==> src/rtl/bin_digit_entry.sv <==
// Keypad front end for the BIN searcher: collects six BCD digits, drives the
// start/done handshake with a watchdog, and holds the search result for display.
module bin_digit_entry #(
  parameter int NUM_DIGITS     = 6,
  parameter int TIMEOUT_CYCLES = 4096
) (
  input  logic       clk,
  input  logic       reset,
  input  logic       key_valid,
  input  logic [4:0] key_code,
  input  logic       done,
  input  logic       found,
  output logic [3:0] d5,
  output logic [3:0] d4,
  output logic [3:0] d3,
  output logic [3:0] d2,
  output logic [3:0] d1,
  output logic [3:0] d0,
  output logic       start,
  output logic [2:0] digit_count,
  output logic       busy,
  output logic       result_valid,
  output logic       result_found,
  output logic       timeout,
  output logic       entry_error
);

  localparam logic [1:0] ENTRY   = 2'd0;
  localparam logic [1:0] LAUNCH  = 2'd1;
  localparam logic [1:0] RELEASE = 2'd2;
  localparam logic [1:0] RESULT  = 2'd3;

  localparam int              WD_W    = (TIMEOUT_CYCLES > 2) ? $clog2(TIMEOUT_CYCLES) : 1;
  localparam logic [WD_W-1:0] WD_LAST = WD_W'(TIMEOUT_CYCLES - 1);
  localparam logic [2:0]      FULL    = 3'(NUM_DIGITS);

  localparam logic [4:0] KEY_BKSP  = 5'd10;
  localparam logic [4:0] KEY_CLEAR = 5'd11;
  localparam logic [4:0] KEY_ENTER = 5'd12;

  logic [1:0]      state;
  logic [WD_W-1:0] wd_cnt;
  logic            key_valid_q;
  logic [4:0]      key_code_q;
  logic            is_digit;

  assign is_digit = key_code_q <= 5'd9;

  // Keys are registered first, so a strobe at edge n is acted on at edge n+1.
  always_ff @(posedge clk) begin
    if (reset) begin
      state        <= ENTRY;
      wd_cnt       <= '0;
      key_valid_q  <= 1'b0;
      key_code_q   <= 5'd0;
      d5           <= 4'd0;
      d4           <= 4'd0;
      d3           <= 4'd0;
      d2           <= 4'd0;
      d1           <= 4'd0;
      d0           <= 4'd0;
      digit_count  <= 3'd0;
      start        <= 1'b0;
      busy         <= 1'b0;
      result_valid <= 1'b0;
      result_found <= 1'b0;
      timeout      <= 1'b0;
      entry_error  <= 1'b0;
    end else begin
      key_valid_q <= key_valid;
      key_code_q  <= key_code;
      entry_error <= 1'b0;
      case (state)
        ENTRY: begin
          if (key_valid_q) begin
            if (is_digit) begin
              if (digit_count == FULL) begin
                entry_error <= 1'b1;
              end else begin
                {d5, d4, d3, d2, d1, d0} <= {d4, d3, d2, d1, d0, key_code_q[3:0]};
                digit_count <= digit_count + 3'd1;
              end
            end else if (key_code_q == KEY_BKSP) begin
              if (digit_count != 3'd0) begin
                {d5, d4, d3, d2, d1, d0} <= {4'd0, d5, d4, d3, d2, d1};
                digit_count <= digit_count - 3'd1;
              end
            end else if (key_code_q == KEY_CLEAR) begin
              {d5, d4, d3, d2, d1, d0} <= 24'd0;
              digit_count <= 3'd0;
            end else if (key_code_q == KEY_ENTER) begin
              if (digit_count == FULL) begin
                state  <= LAUNCH;
                start  <= 1'b1;
                busy   <= 1'b1;
                wd_cnt <= '0;
              end else begin
                entry_error <= 1'b1;
              end
            end
          end
        end
        LAUNCH: begin
          // done has priority over a watchdog expiry in the same cycle
          if (done) begin
            result_found <= found;
            timeout      <= 1'b0;
            start        <= 1'b0;
            state        <= RELEASE;
          end else if (wd_cnt == WD_LAST) begin
            result_found <= 1'b0;
            timeout      <= 1'b1;
            start        <= 1'b0;
            state        <= RELEASE;
          end else begin
            wd_cnt <= wd_cnt + 1'b1;
          end
        end
        RELEASE: begin
          if (!done) begin
            state        <= RESULT;
            result_valid <= 1'b1;
            busy         <= 1'b0;
          end
        end
        RESULT: begin
          if (key_valid_q && key_code_q <= KEY_ENTER) begin
            result_valid <= 1'b0;
            timeout      <= 1'b0;
            if (is_digit) begin
              {d5, d4, d3, d2, d1, d0} <= {20'd0, key_code_q[3:0]};
              digit_count <= 3'd1;
              state       <= ENTRY;
            end else if (key_code_q == KEY_BKSP) begin
              if (digit_count != 3'd0) begin
                {d5, d4, d3, d2, d1, d0} <= {4'd0, d5, d4, d3, d2, d1};
                digit_count <= digit_count - 3'd1;
              end
              state <= ENTRY;
            end else if (key_code_q == KEY_CLEAR) begin
              {d5, d4, d3, d2, d1, d0} <= 24'd0;
              digit_count <= 3'd0;
              state       <= ENTRY;
            end else begin
              state  <= LAUNCH;
              start  <= 1'b1;
              busy   <= 1'b1;
              wd_cnt <= '0;
            end
          end
        end
        default: state <= ENTRY;
      endcase
    end
  end

endmodule

==> config.mk <==
export PLATFORM = sky130hd
export DESIGN_NAME = bin_digit_entry
export DESIGN_NICKNAME = d
export VERILOG_FILES = /design/src/rtl/bin_digit_entry.sv
export SDC_FILE = /design/constraint.sdc
export NUM_CORES = 1
export LEC_CHECK = 0
export CORE_AREA = 2 2 75 77
export DETAILED_ROUTE_END_ITERATION = 10
export DIE_AREA = 0 0 77 79
export PLACE_DENSITY = 0.77
export SYNTH_ARGS = -nofsm -noshare
export SYNTH_HDL_FRONTEND = slang
export SYNTH_SLANG_ARGS = --single-unit
==> constraint.sdc <==
create_clock -name clk -period 2.5 [get_ports clk]
set_clock_uncertainty 0.2 [all_clocks]
set_input_delay 0.5 -clock clk [delete_from_list [all_inputs] [get_ports clk]]
set_output_delay 0.5 -clock clk [all_outputs]
set_load 0.02 [all_outputs]
## After elaboration in Yosys (flattened, before gate mapping)

Cells that the tools add are included.

| storage, ports and cells | value |
|---|---|
| bits in registers | 53 |
| input bits | 10 |
| word-level logic and storage cells | 183 |

| operators by class | value |
|---|---|
| add/subtract/negate cells | 3 |
| $lt $le $gt $ge | 2 |
| eq/ne operators | 23 |
| multiplexer cells | 118 |
| bitwise gates (word level) | 2 |
| reductions and logical operators | 18 |

Operators by type and width:

| kind | number |
|---|---|
| $mux W4 | 48 |
| $mux W12 | 12 |
| $pmux W4 S2 | 6 |
| $pmux W12 S3 | 1 |
| $mux W1 | 27 |
| $ne A2 B2 Y1 const B | 13 |
| $mux W3 | 8 |
| $reduce_and A12 Y1 | 2 |
| $mux W2 | 10 |
| $eq A5 B4 Y1 const B | 3 |
| $reduce_and A13 Y1 | 1 |
| $add A12 B1 Y12 const B | 1 |
| $eq A12 B12 Y1 const B | 1 |
| $le A5 B4 Y1 const B | 2 |
| $reduce_and A9 Y1 | 1 |
| $reduce_bool A3 Y1 | 3 |
| $pmux W2 S4 | 1 |
| $reduce_bool A2 Y1 | 4 |
| $ne A3 B3 Y1 const B | 2 |
| $pmux W1 S3 | 2 |
| $pmux W3 S2 | 1 |
| $reduce_and A3 Y1 | 2 |
| $eq A2 B2 Y1 const B | 2 |
| $pmux W1 S2 | 2 |
| other kinds (10) | 11 |

## Longest topological paths before layout

Gate-level depths: netlist (run 1).

| depth | value |
|---|---|
| word-level depth | 8 |
| mapped depth | 9 |
| mapped depth without buffers | 7 |

## Worst setup path before layout (run 1)

OpenSTA, ideal clock, no wires.

| path | value |
|---|---|
| path type | register to register |
| from | register state[0] |
| to | register wd_cnt[9] |
| library setup time | 0.069 ns |
| data arrival time | 2.021 ns |
| path slack | 0.210 ns |
| cell stages (with the launch flop) | 9 |
| path through | dfxtp_1 inv_1 ha_1 a21boi_0 o32a_1 or3_1 buf_2 or3_1 o21ai_1 |

| on the way | value |
|---|---|
| longest elaborated chain between the ends | 3 |
| elaborated cells on any way between the ends | 18 |
| classes of those cells | eq/ne (14); mux (1); reduce/logical (3) |

Ends and longest elaborated chain:

| what | line | text |
|---|---|---|
| from (decl) | 41 | `logic [1:0] state;` |
| from (signal assigned) | 52 | `state <= ENTRY;` |
| from (signal assigned) | 93 | `state <= LAUNCH;` |
| from (signal assigned) | 109 | `state <= RELEASE;` |
| $eq A2 B1 Y1 (tied with other cells) | 73 | `case (state)` |
| $ne A2 B2 Y1 (no source line) / $reduce_bool A3 Y1 (equally long branches) | - |  |
| $reduce_and A13 Y1 (no source line) | - |  |
| to (signal assigned) | 116 | `wd_cnt <= wd_cnt + 1'b1;` |
| to (decl) | 42 | `logic [WD_W-1:0] wd_cnt;` |

Parallel ways exist; a longest one is shown, timed or not.
A chain may end at the register's enable or synchronous reset.

## Final worst setup path (run 1)

| path | value |
|---|---|
| from | register state[0] |
| to | register d5[3] |

| on the way | value |
|---|---|
| longest elaborated chain between the ends | 3 |
| elaborated cells on any way between the ends | 8 |
| classes of those cells | eq/ne (4); mux (1); reduce/logical (3) |

Ends and longest elaborated chain:

| what | line | text |
|---|---|---|
| $eq A2 B2 Y1 / $logic_not A2 Y1 (equally long branches) | 73 |  |
| $ne A2 B2 Y1 (no source line) (tied with other cells) | - |  |
| $reduce_and A4 Y1 (no source line) | - |  |
| to (signal assigned) | 80 | `{d5, d4, d3, d2, d1, d0} <= {d4, d3, d2, d1, d0, key_code_q[3:0]};` |
| to (signal assigned) | 85 | `{d5, d4, d3, d2, d1, d0} <= {4'd0, d5, d4, d3, d2, d1};` |
| to (signal assigned) | 131 | `{d5, d4, d3, d2, d1, d0} <= {20'd0, key_code_q[3:0]};` |
| to (decl) | 13 | `output logic [3:0] d5,` |

Parallel ways exist; a longest one is shown, timed or not.

==> flow_summary.toml, run 1 <==
[clock_network]
root_buffer = "clkbuf_8"
insertion_delay_ns = 0.30
ctsHoldBuffers = 0
cts.clk_slew.worst_paths_ns = 0.09
cts_tree = "yes"
post_cts.repair.setup_buffers = 0
cts_buffers = 5
cts_htree_levels = 2
cts.sinks = 53
cts_buffer_depth = 2

[power_and_ir_drop]
finalPower_mw = 2.23
power.leakage_nw = 1.22
vdd_drop_max_mv = 0.389
pwr_density_cell_mw_per_mm2 = 644

[sta]
slew_headroom_pct = 67.1
setup_ws_ns = 0.169
post-route-period-util_pct = 93.2
tns_ns = 0
hold_viol = 0
setup_viol = 0
slew_violations = 0
clock.fmax_ghz = 0.429
rsz0062_at_grt = "no"
tightestPinTransition_ns = 0.494
fin_crit_ns = 2.33

[logic_synthesis]
syn_inst = 298
synth_top_area_share_pct = 39.4
synth-main-ff-cell = "dfxtp_1"
synth_warnings = 0
yosysSeqAreaShare_pct = 39.4
ys_types = 58
synthesis.area_mm2 = 0.00269
synth_top_cells_by_count = "dfxtp_1, a22oi_1"
synth-async-reset-ratio_pct = 0
synth_seq_cells = 53
yosysTopAreaCell = "dfxtp_1"
avgSynthCellArea_um2 = 9.04
netlist_top_cells_area = "dfxtp_1, o2bb2ai_1, a22oi_1"
synth_nets = 317
synth-edff-count = 0
yosysMostFrequentCell = "dfxtp_1"

[global_route]
use_met2_pct = 36.2
top_usage_layer = "met2"
antenna_found_initial = 0
met1_usage_pct = 29.8
globalRouteOverflowTotal = 0
grt_pass1_vias = 2323
grt_use_total_pct = 22.0
grtUsageMet3_pct = 3.86
grt_max_degree = 24
grt_pass1_wl_um = 10800

[floorplan]
start_util_pct = 50.4
io-pin-count = 43
core_mm2 = 0.00534
dieWidth_um = 77
rows = 27
die_area_mm2 = 0.00608
die-height_um = 79

[final_layout]
layout-drive-gt1-share_pct = 12.7
stdcell_count = 426
register_area_mm2 = 0.00106
multi_input_area_mm2 = 0.00150
nNetsFinal = 372
postLayoutCoreUtil_pct = 64.8
n_fill_cell = 488
n_antenna_cell = 0
area_growth_pct = 28.5

[routing]
vias = 2527
drtPass1Iterations = 5
remaining_drc_errors = 0
drt-total-wl_um = 6590
viasPerCell = 5.93
wl_per_cell_um = 15.5
drtIter0Drc = 192
ant_nets = 0

[critical_path]
timing.rr.start = "state[0]"
reg2reg_depth = 8
required_ns = 2.55
end_kind = "register"
worstPathMaxFanout = 20
arrival_ns = 2.39
cp-start-kind = "register"
worstSetupPathType = "register to register"
ff2ff_setup_slack_ns = 0.17
reg2reg_to = "d5[3]"

[placement]
dpl.hpwl_um = 4820
placedCellCount = 418
pre_cts_ws_ns = 0.0211
port_buffers = 42
gp_congestion = 0.903

[job]
cap_violations = 0

[worst_hold_path]
min_from = "busy"
min_to = "busy"
hold_path_depth = 2
hold_class = "register to register"

[outcome]
run_status = "completed"
-- cells by family (layout without fill, tap and decap cells) --
group                      Yosys count  in the layout  share of synthesized area (%)
AOI/OAI and AO/OA                  116            116                           31.9
adders and majority gates            9              9                           4.18
buffers and inverters               34             90                           6.09
DFF                                 53             53                           39.4
muxes                                3              3                           1.16
and+or+nand+nor                     83             83                           17.2
-- critical path: stages, from the launching register on --
cell and delay [ns]:
dfxtp_1 0.35, inv_1 0.11, ha_2 0.23, inv_1 0.06, or4_1 0.54, and4_4 0.24, a21oi_2 0.21, buf_12 0.18
a22o_1 0.14
-- sequential cells by signal, summed over array words and instances, names as in the netlist --
signal	cells
d2	4
wd_cnt	12
key_valid_q	1
key_code_q	5
state	2
d0	4
entry_error	1
d3	4
d1	4
busy	1
timeout	1
d5	4
d4	4
result_valid	1
digit_count	3
result_found	1
start	1
-- placed cells by master (no fill, tap or decap), drive strengths merged, types with 3 or more instances in the layout --
cell type / count
a41oi: 3
nand2b: 8
buf: 26
nand2: 16
clkdlybuf4s50: 42
nor2b: 8
and2: 3
nand3: 3
dfxtp: 53
nor2: 12
ha: 9
and3: 7
a211oi: 4
o2bb2ai: 16
o211ai: 3
clkbuf: 5
o31ai: 8
inv: 13
a21oi: 17
o21a: 3
nand4: 9
or3: 3
a22oi: 17
o21ai: 17
a22o: 6
-- stage by stage --
stage | area (um2) | hold slack, ns
after CTS | 3430 | 0.274
final | 3460 | 0.305
after global routing | 3460 | 0.328
after floorplan | 2690 | 0.251
after global placement | 3300 | 0.272
after detailed placement | 3300 | 0.262
-- power by group --
group          switching, mW  internal, mW
Combinational          0.344         0.283
Sequential            0.0429         0.885
Clock                  0.278         0.398
-- metal layers --
layer	up-vias	routed length (um)
met3	9	270
met5	-	0
li1	1255	-
met1	1205	3120
met4	0	89
met2	58	3110
-- how the worst max path moves through the flow --
| stage | startpoint | cells past startpoint | slack, ns | endpoint |
|---|---|---|---|---|
| final | state[0] | 8 | 0.17 | d5[3] |
| after global routing | state[0] | 8 | 0.04 | d3[1] |
| after CTS | wd_cnt[1] | 6 | 0.03 | state[0] |
| after detailed placement | done | 6 | 0.02 | wd_cnt[3] |
| after global placement | done | 6 | 0.08 | wd_cnt[3] |
| after floorplan | state[0] | 8 | 0.21 | wd_cnt[9] |
-- timing repair --
action,4_1_cts,5_1_grt
resized for setup,0,4
pin swaps,1,0
endpoints found under the setup margin,1,7
-- final cells by class --
cell class                      count  area share (%)
Clock buffer                        5            1.99
Timing Repair Buffer               68            18.1
Sequential cell                    53            30.7
Multi-Input combinational cell    211            43.2
Clock inverter                      3            1.88
Inverter                           14            1.52
Tap cell                           72            2.60
(Power assumes the default switching activity.)
==> run 2, diff against run 1 <==
--- a/config.mk
+++ b/config.mk
@@ -5,10 +5,10 @@
 export SDC_FILE = /design/constraint.sdc
 export NUM_CORES = 1
 export LEC_CHECK = 0
-export CORE_AREA = 2 2 75 77
+export CORE_AREA = 2 2 78 80
 export DETAILED_ROUTE_END_ITERATION = 10
-export DIE_AREA = 0 0 77 79
-export PLACE_DENSITY = 0.77
+export DIE_AREA = 0 0 80 82
+export PLACE_DENSITY = 0.75
 export SYNTH_ARGS = -nofsm -noshare
 export SYNTH_HDL_FRONTEND = slang
 export SYNTH_SLANG_ARGS = --single-unit
==> constraint.sdc (replaced) <==
create_clock -name clk -period 1.9 [get_ports clk]
set_clock_uncertainty 0.2 [all_clocks]
set_input_delay 0.38 -clock clk [delete_from_list [all_inputs] [get_ports clk]]
set_output_delay 0.38 -clock clk [all_outputs]
set_load 0.02 [all_outputs]
==> run 2 against run 1 <==
Effect of this change:
- the run now ends with setup timing left
- cell count rose by 14%
- clock power rose by 22%
- sequential share of layout area fell by 5.2 points
- via count rose by 17%
- first-iteration DRC count fell by 4.2%
- power rose by 50%
- global-route usage rose by 4.3 points
- utilization rose by 8.3 points
- critical path type unchanged
- highest routed layer unchanged
==> flow_summary.toml, run 2 (synthesized netlist as in run 1, its figures left out) <==
[outcome]
run_status = "finished with violations"
failed_checks = "setup timing"

[sta]
fin_crit_ns = 2.16
slew_headroom_pct = 72.9
hold_viol = 0
clock.fmax_ghz = 0.463
tns_ns = -6.07
setup_viol = 43
tightestPinTransition_ns = 0.406
setup_ws_ns = -0.262
post-route-period-util_pct = 114
slew_violations = 0
rsz0062_at_grt = "yes"

[power_and_ir_drop]
p_comb_share_pct = 39.1
p_seq_share_pct = 36.3
power.leakage_nw = 1.85
pwr_density_cell_mw_per_mm2 = 795
pwr-share-clk_pct = 24.6
finalPower_mw = 3.34
swShare_pct = 32.8
power.switching_mw = 1.10
intPower_mw = 2.24
vdd_drop_max_mv = 0.447

[worst_hold_path]
min_from = "start"
hold_path_depth = 2
min_to = "start"
hold_class = "register to register"

[critical_path]
worstSetupPathType = "register to register"
reg2reg_depth = 7
ff2ff_setup_slack_ns = -0.26
timing.rr.start = "state[0]"
cp-start-kind = "register"
reg2reg_to = "wd_cnt[9]"
arrival_ns = 2.22
required_ns = 1.96
end_kind = "register"
worstPathMaxFanout = 6

[floorplan]
die-height_um = 82
core_mm2 = 0.00575
io-pin-count = 43
die_area_mm2 = 0.00656
start_util_pct = 46.9
rows = 28
dieWidth_um = 80

[routing]
met1_length_um = 3700
viasPerCell = 6.10
drt-total-wl_um = 8830
wl_met3_um = 487
vias = 2950
drtPass1Iterations = 5
wl_per_cell_um = 18.3
ant_nets = 0
drtIter0Drc = 184
remaining_drc_errors = 0
met2_length_um = 4460
top_layer = "met4"

[placement]
dpl.hpwl_um = 5380
port_buffers = 42
gp_congestion = 0.902

[global_route]
grt_max_degree = 28
globalRouteOverflowTotal = 0
grt_pass1_wl_um = 13600
grt_use_total_pct = 26.3
antenna_found_initial = 0
grt_pass1_vias = 2763

[final_layout]
layout-drive-gt1-share_pct = 37.4
n_fill_cell = 418
area_growth_pct = 56.0
regMostFlops = "wd_cnt"
reg_top3 = "wd_cnt x12, key_code_q x5"
largest_register_ff_count = 12
final_cell_mix = "buf_4, dfxtp_1, dlygate4sd2_1"
n_antenna_cell = 0
layout_commonest_cell = "buf_4"
nNetsFinal = 427

[clock_network]
cts_tree = "yes"
insertion_delay_ns = 0.32
cts_buffers = 5
root_buffer = "clkbuf_8"
cts_buffer_depth = 2
ctsHoldBuffers = 0
cts_htree_levels = 2
cts.clk_slew.worst_paths_ns = 0.10
cts.sinks = 53

[job]
cap_violations = 0
## run 2: power groups by stage
stage	sequential, mW	clock (mW)	combinational, mW
5_1_grt	1.22	0.858	1.38
6_report	1.21	0.822	1.31
3_5_place_dp	1.23	0	0.993
2_1_floorplan	1.28	0	0.514
4_1_cts	1.21	0.819	1.17
3_3_place_gp	1.23	0	0.974
## run 2: layer usage
metal | vias to the layer above | track usage [%]
met2 | 114 | 45.7
li1 | 1358 | -
met3 | 21 | 3.85
met5 | - | 0
met4 | 0 | 8.98
met1 | 1457 | 33.5
## run 2: worst max-delay path by stage
stage / cells past startpoint / endpoint / start
3_5_place_dp: 7 / wd_cnt[4] / state[1]
3_3_place_gp: 6 / state[0] / done
5_1_grt: 7 / wd_cnt[9] / state[1]
2_1_floorplan: 8 / wd_cnt[9] / state[1]
6_report: 7 / wd_cnt[9] / state[0]
4_1_cts: 7 / wd_cnt[9] / state[1]
## run 2: area by class of cell
| type | count | area [um2] | area share (%) |
|---|---|---|---|
| multi-input cells | 211 | 1780 | 42.5 |
| repair buffers | 123 | 1080 | 25.7 |
| flip-flops and latches | 53 | 1070 | 25.5 |
| well taps | 75 | 93.8 | 2.23 |
| clock buffers | 6 | 82.6 | 1.97 |
| inverters | 14 | 55.1 | 1.31 |
| clock inverters | 2 | 37.5 | 0.893 |
## run 2: what timing repair did
item,CTS,global route
resized for setup,61,39
endpoints found under the setup margin,62,55
pin swaps,16,6
cloned,1,0
buffers inserted,7,4
## run 2: through the flow
step	utilization [%]	hold slack, ns	std cells	cell area [um2]	setup WS, ns
4_1_cts	70.6	0.285	482	4060	-0.221
6_report	73.1	0.308	484	4200	-0.262
3_3_place_gp	64.6	0.267	466	3710	-0.236
5_1_grt	73.1	0.327	484	4200	-0.301
3_5_place_dp	64.6	0.272	466	3710	-0.303
2_1_floorplan	-	0.248	298	2770	-0.256
## run 2: critical path, stage by stage, from the launching register on
cell,delay (ns)
dfxtp_2,0.37
inv_2,0.06
ha_4,0.17
a21boi_4,0.14
o32a_1,0.35
or3_4,0.40
or3_4,0.35
o21ai_1,0.08
==> run 3, diff against run 2 <==
--- a/config.mk
+++ b/config.mk
@@ -5,10 +5,12 @@
 export SDC_FILE = /design/constraint.sdc
 export NUM_CORES = 1
 export LEC_CHECK = 0
-export CORE_AREA = 2 2 78 80
+export ABC_AREA = 1
+export CORE_AREA = 2 2 86 88
 export DETAILED_ROUTE_END_ITERATION = 10
-export DIE_AREA = 0 0 80 82
+export DIE_AREA = 0 0 88 90
 export PLACE_DENSITY = 0.75
+export SKIP_CTS_REPAIR_TIMING = 1
 export SYNTH_ARGS = -nofsm -noshare
 export SYNTH_HDL_FRONTEND = slang
 export SYNTH_SLANG_ARGS = --single-unit
==> run 3 against run 2 <==
Effect of this change:
- the flow now finishes without violations
- critical path type is now register to primary output
- flip-flop and latch count unchanged
- combinational power decreased by 77%
- power decreased by 32%
- cell count increased by 43%
- non-clock buffer count decreased by 39
- global-route usage decreased by 3.1 points
- via count increased by 22%
- hold slack got worse by 0.060 ns
- register-to-register slack improved by 0.31 ns
- wire length increased by 3.8%
- cell area increased by 7.7%
==> flow_summary.toml, run 3 <==
[logic_synthesis]
synth_warnings = 0
yosysSeqAreaShare_pct = 30.9
synth-edff-count = 0
synth_seq_cells = 53
synth_nets = 538
synth-main-ff-cell = "dfxtp_1"
yosysTopAreaCell = "dfxtp_1"
synth_top_area_share_pct = 30.9
synthesis.area_mm2 = 0.00343
yosysMostFrequentCell = "nand2_1"
avgSynthCellArea_um2 = 6.62
syn_inst = 519
ys_types = 31
netlist_top_cells_area = "dfxtp_1, nand2_1, nand3_1"
synth-async-reset-ratio_pct = 0
synth_top_cells_by_count = "nand2_1, dfxtp_1, nor2_1"

[clock_network]
insertion_delay_ns = 0.32
cts_buffers = 5
cts_htree_levels = 2
root_buffer = "clkbuf_8"
cts_buffer_depth = 2
cts.sinks = 53
cts.clk_slew.worst_paths_ns = 0.11
cts_tree = "yes"

[worst_hold_path]
hold_path_depth = 2
hold_class = "register to register"
min_from = "timeout"
min_to = "timeout"

[floorplan]
die_area_mm2 = 0.00792
io-pin-count = 43
core_mm2 = 0.00702
rows = 31
dieWidth_um = 88
die-height_um = 90
start_util_pct = 48.9

[critical_path]
arrival_ns = 1.27
cp-start-kind = "register"
cp_num_buf_inv = 1
crit_chain = "clkdlybuf4s50_1"
required_ns = 1.32
timing.rr.start = "state[0]"
crit_slowest_cell = "clkdlybuf4s50_1"
worstPathMaxFanout = 2
crit_family = "buffers and inverters"
reg2reg_depth = 11
worstSetupPathType = "register to primary output"
reg2reg_to = "start"
ff2ff_setup_slack_ns = 0.05
slowest_delay_ns = 0.60
end_kind = "primary output"

[final_layout]
n_antenna_cell = 0
multi_input_area_mm2 = 0.00217
layout_commonest_cell = "nand2_1"
n_fill_cell = 603
register_area_mm2 = 0.00107
final_cell_mix = "nand2_1, nor2_1, dfxtp_1"
area_growth_pct = 31.8
regMostFlops = "wd_cnt"
layout-drive-gt1-share_pct = 24.4
reg_top3 = "wd_cnt x12, key_code_q x5"
final_cell_area_mm2 = 0.00452
largest_register_ff_count = 12
nNetsFinal = 613
stdcell_count = 694
postLayoutCoreUtil_pct = 64.4

[sta]
clock.fmax_ghz = 0.540
tns_ns = 0
rsz0062_at_grt = "yes"
setup_ws_ns = 0.0490
slew_violations = 0
hold_ws_ns = 0.249
setup_viol = 0
hold_viol = 0
tightestPinTransition_ns = 0.311
post-route-period-util_pct = 97.4
fin_crit_ns = 1.85
slew_headroom_pct = 79.2

[global_route]
met1_usage_pct = 31.7
grt_pass1_vias = 3208
top_usage_layer = "met2"
grtUsageMet3_pct = 3.67
antenna_found_initial = 0
use_met2_pct = 37.9
globalRouteOverflowTotal = 0
grt_max_degree = 24
grt_use_total_pct = 23.2
grt_pass1_wl_um = 15100

[routing]
drtPass1Iterations = 5
wl_per_cell_um = 13.2
drtIter0Drc = 216
remaining_drc_errors = 0
ant_nets = 0
viasPerCell = 5.18
vias = 3593
drt-total-wl_um = 9170

[placement]
placedCellCount = 680
gp_congestion = 0.894
postPlaceCellArea_mm2 = 0.00417
port_buffers = 42
pre_cts_ws_ns = -0.0677
dpl.hpwl_um = 6440

[power_and_ir_drop]
vdd_drop_max_mv = 0.261
finalPower_mw = 2.27
pwr_density_cell_mw_per_mm2 = 501
power.leakage_nw = 2.29

[outcome]
run_status = "completed"

[job]
cap_violations = 0
[run 3: logic make-up (layout without fill, tap and decap cells)]
kind of cell,after synthesis,in the layout,share of synthesized area [%]
AO/OA/AOI/OAI,72,72,13.4
adder cells (fa/ha/maj),9,9,3.28
buffers and inverters,70,144,9.40
flip-flops,53,53,30.9
AND/OR/NAND/NOR,315,317,43.0
[run 3: worst max path at each step]
stage / from / endpoint / cells past startpoint
4_1_cts: d1[2] / d1[2] / 1
6_report: d4[0] / d4[0] / 1
3_5_place_dp: done / busy / 8
3_3_place_gp: done / start / 8
2_1_floorplan: digit_count[0] / d1[1] / 9
5_1_grt: digit_count[1] / d3[2] / 10
[run 3: metal layers]
metal	share of wire, %	vias to the layer above
met5	0	-
met4	1.1	0
met3	5.0	12
met2	48	104
met1	45	1670
li1	-	1807
[run 3: power breakdown]
part	internal (mW)	switching (mW)	total, mW	leakage, nW
Sequential	1.13	0.0184	1.15	0.432
Combinational	0.117	0.184	0.301	1.80
Clock	0.431	0.387	0.818	0.0585
Total	1.68	0.590	2.27	2.29
[run 3: layout make-up]
class | count | area share [%]
timing repair buffer | 84 | 18.7
tap | 99 | 2.74
clock inverter | 1 | 0.664
multi-input combinational | 398 | 48.0
inverter | 52 | 4.40
clock buffer | 7 | 1.91
sequential | 53 | 23.7
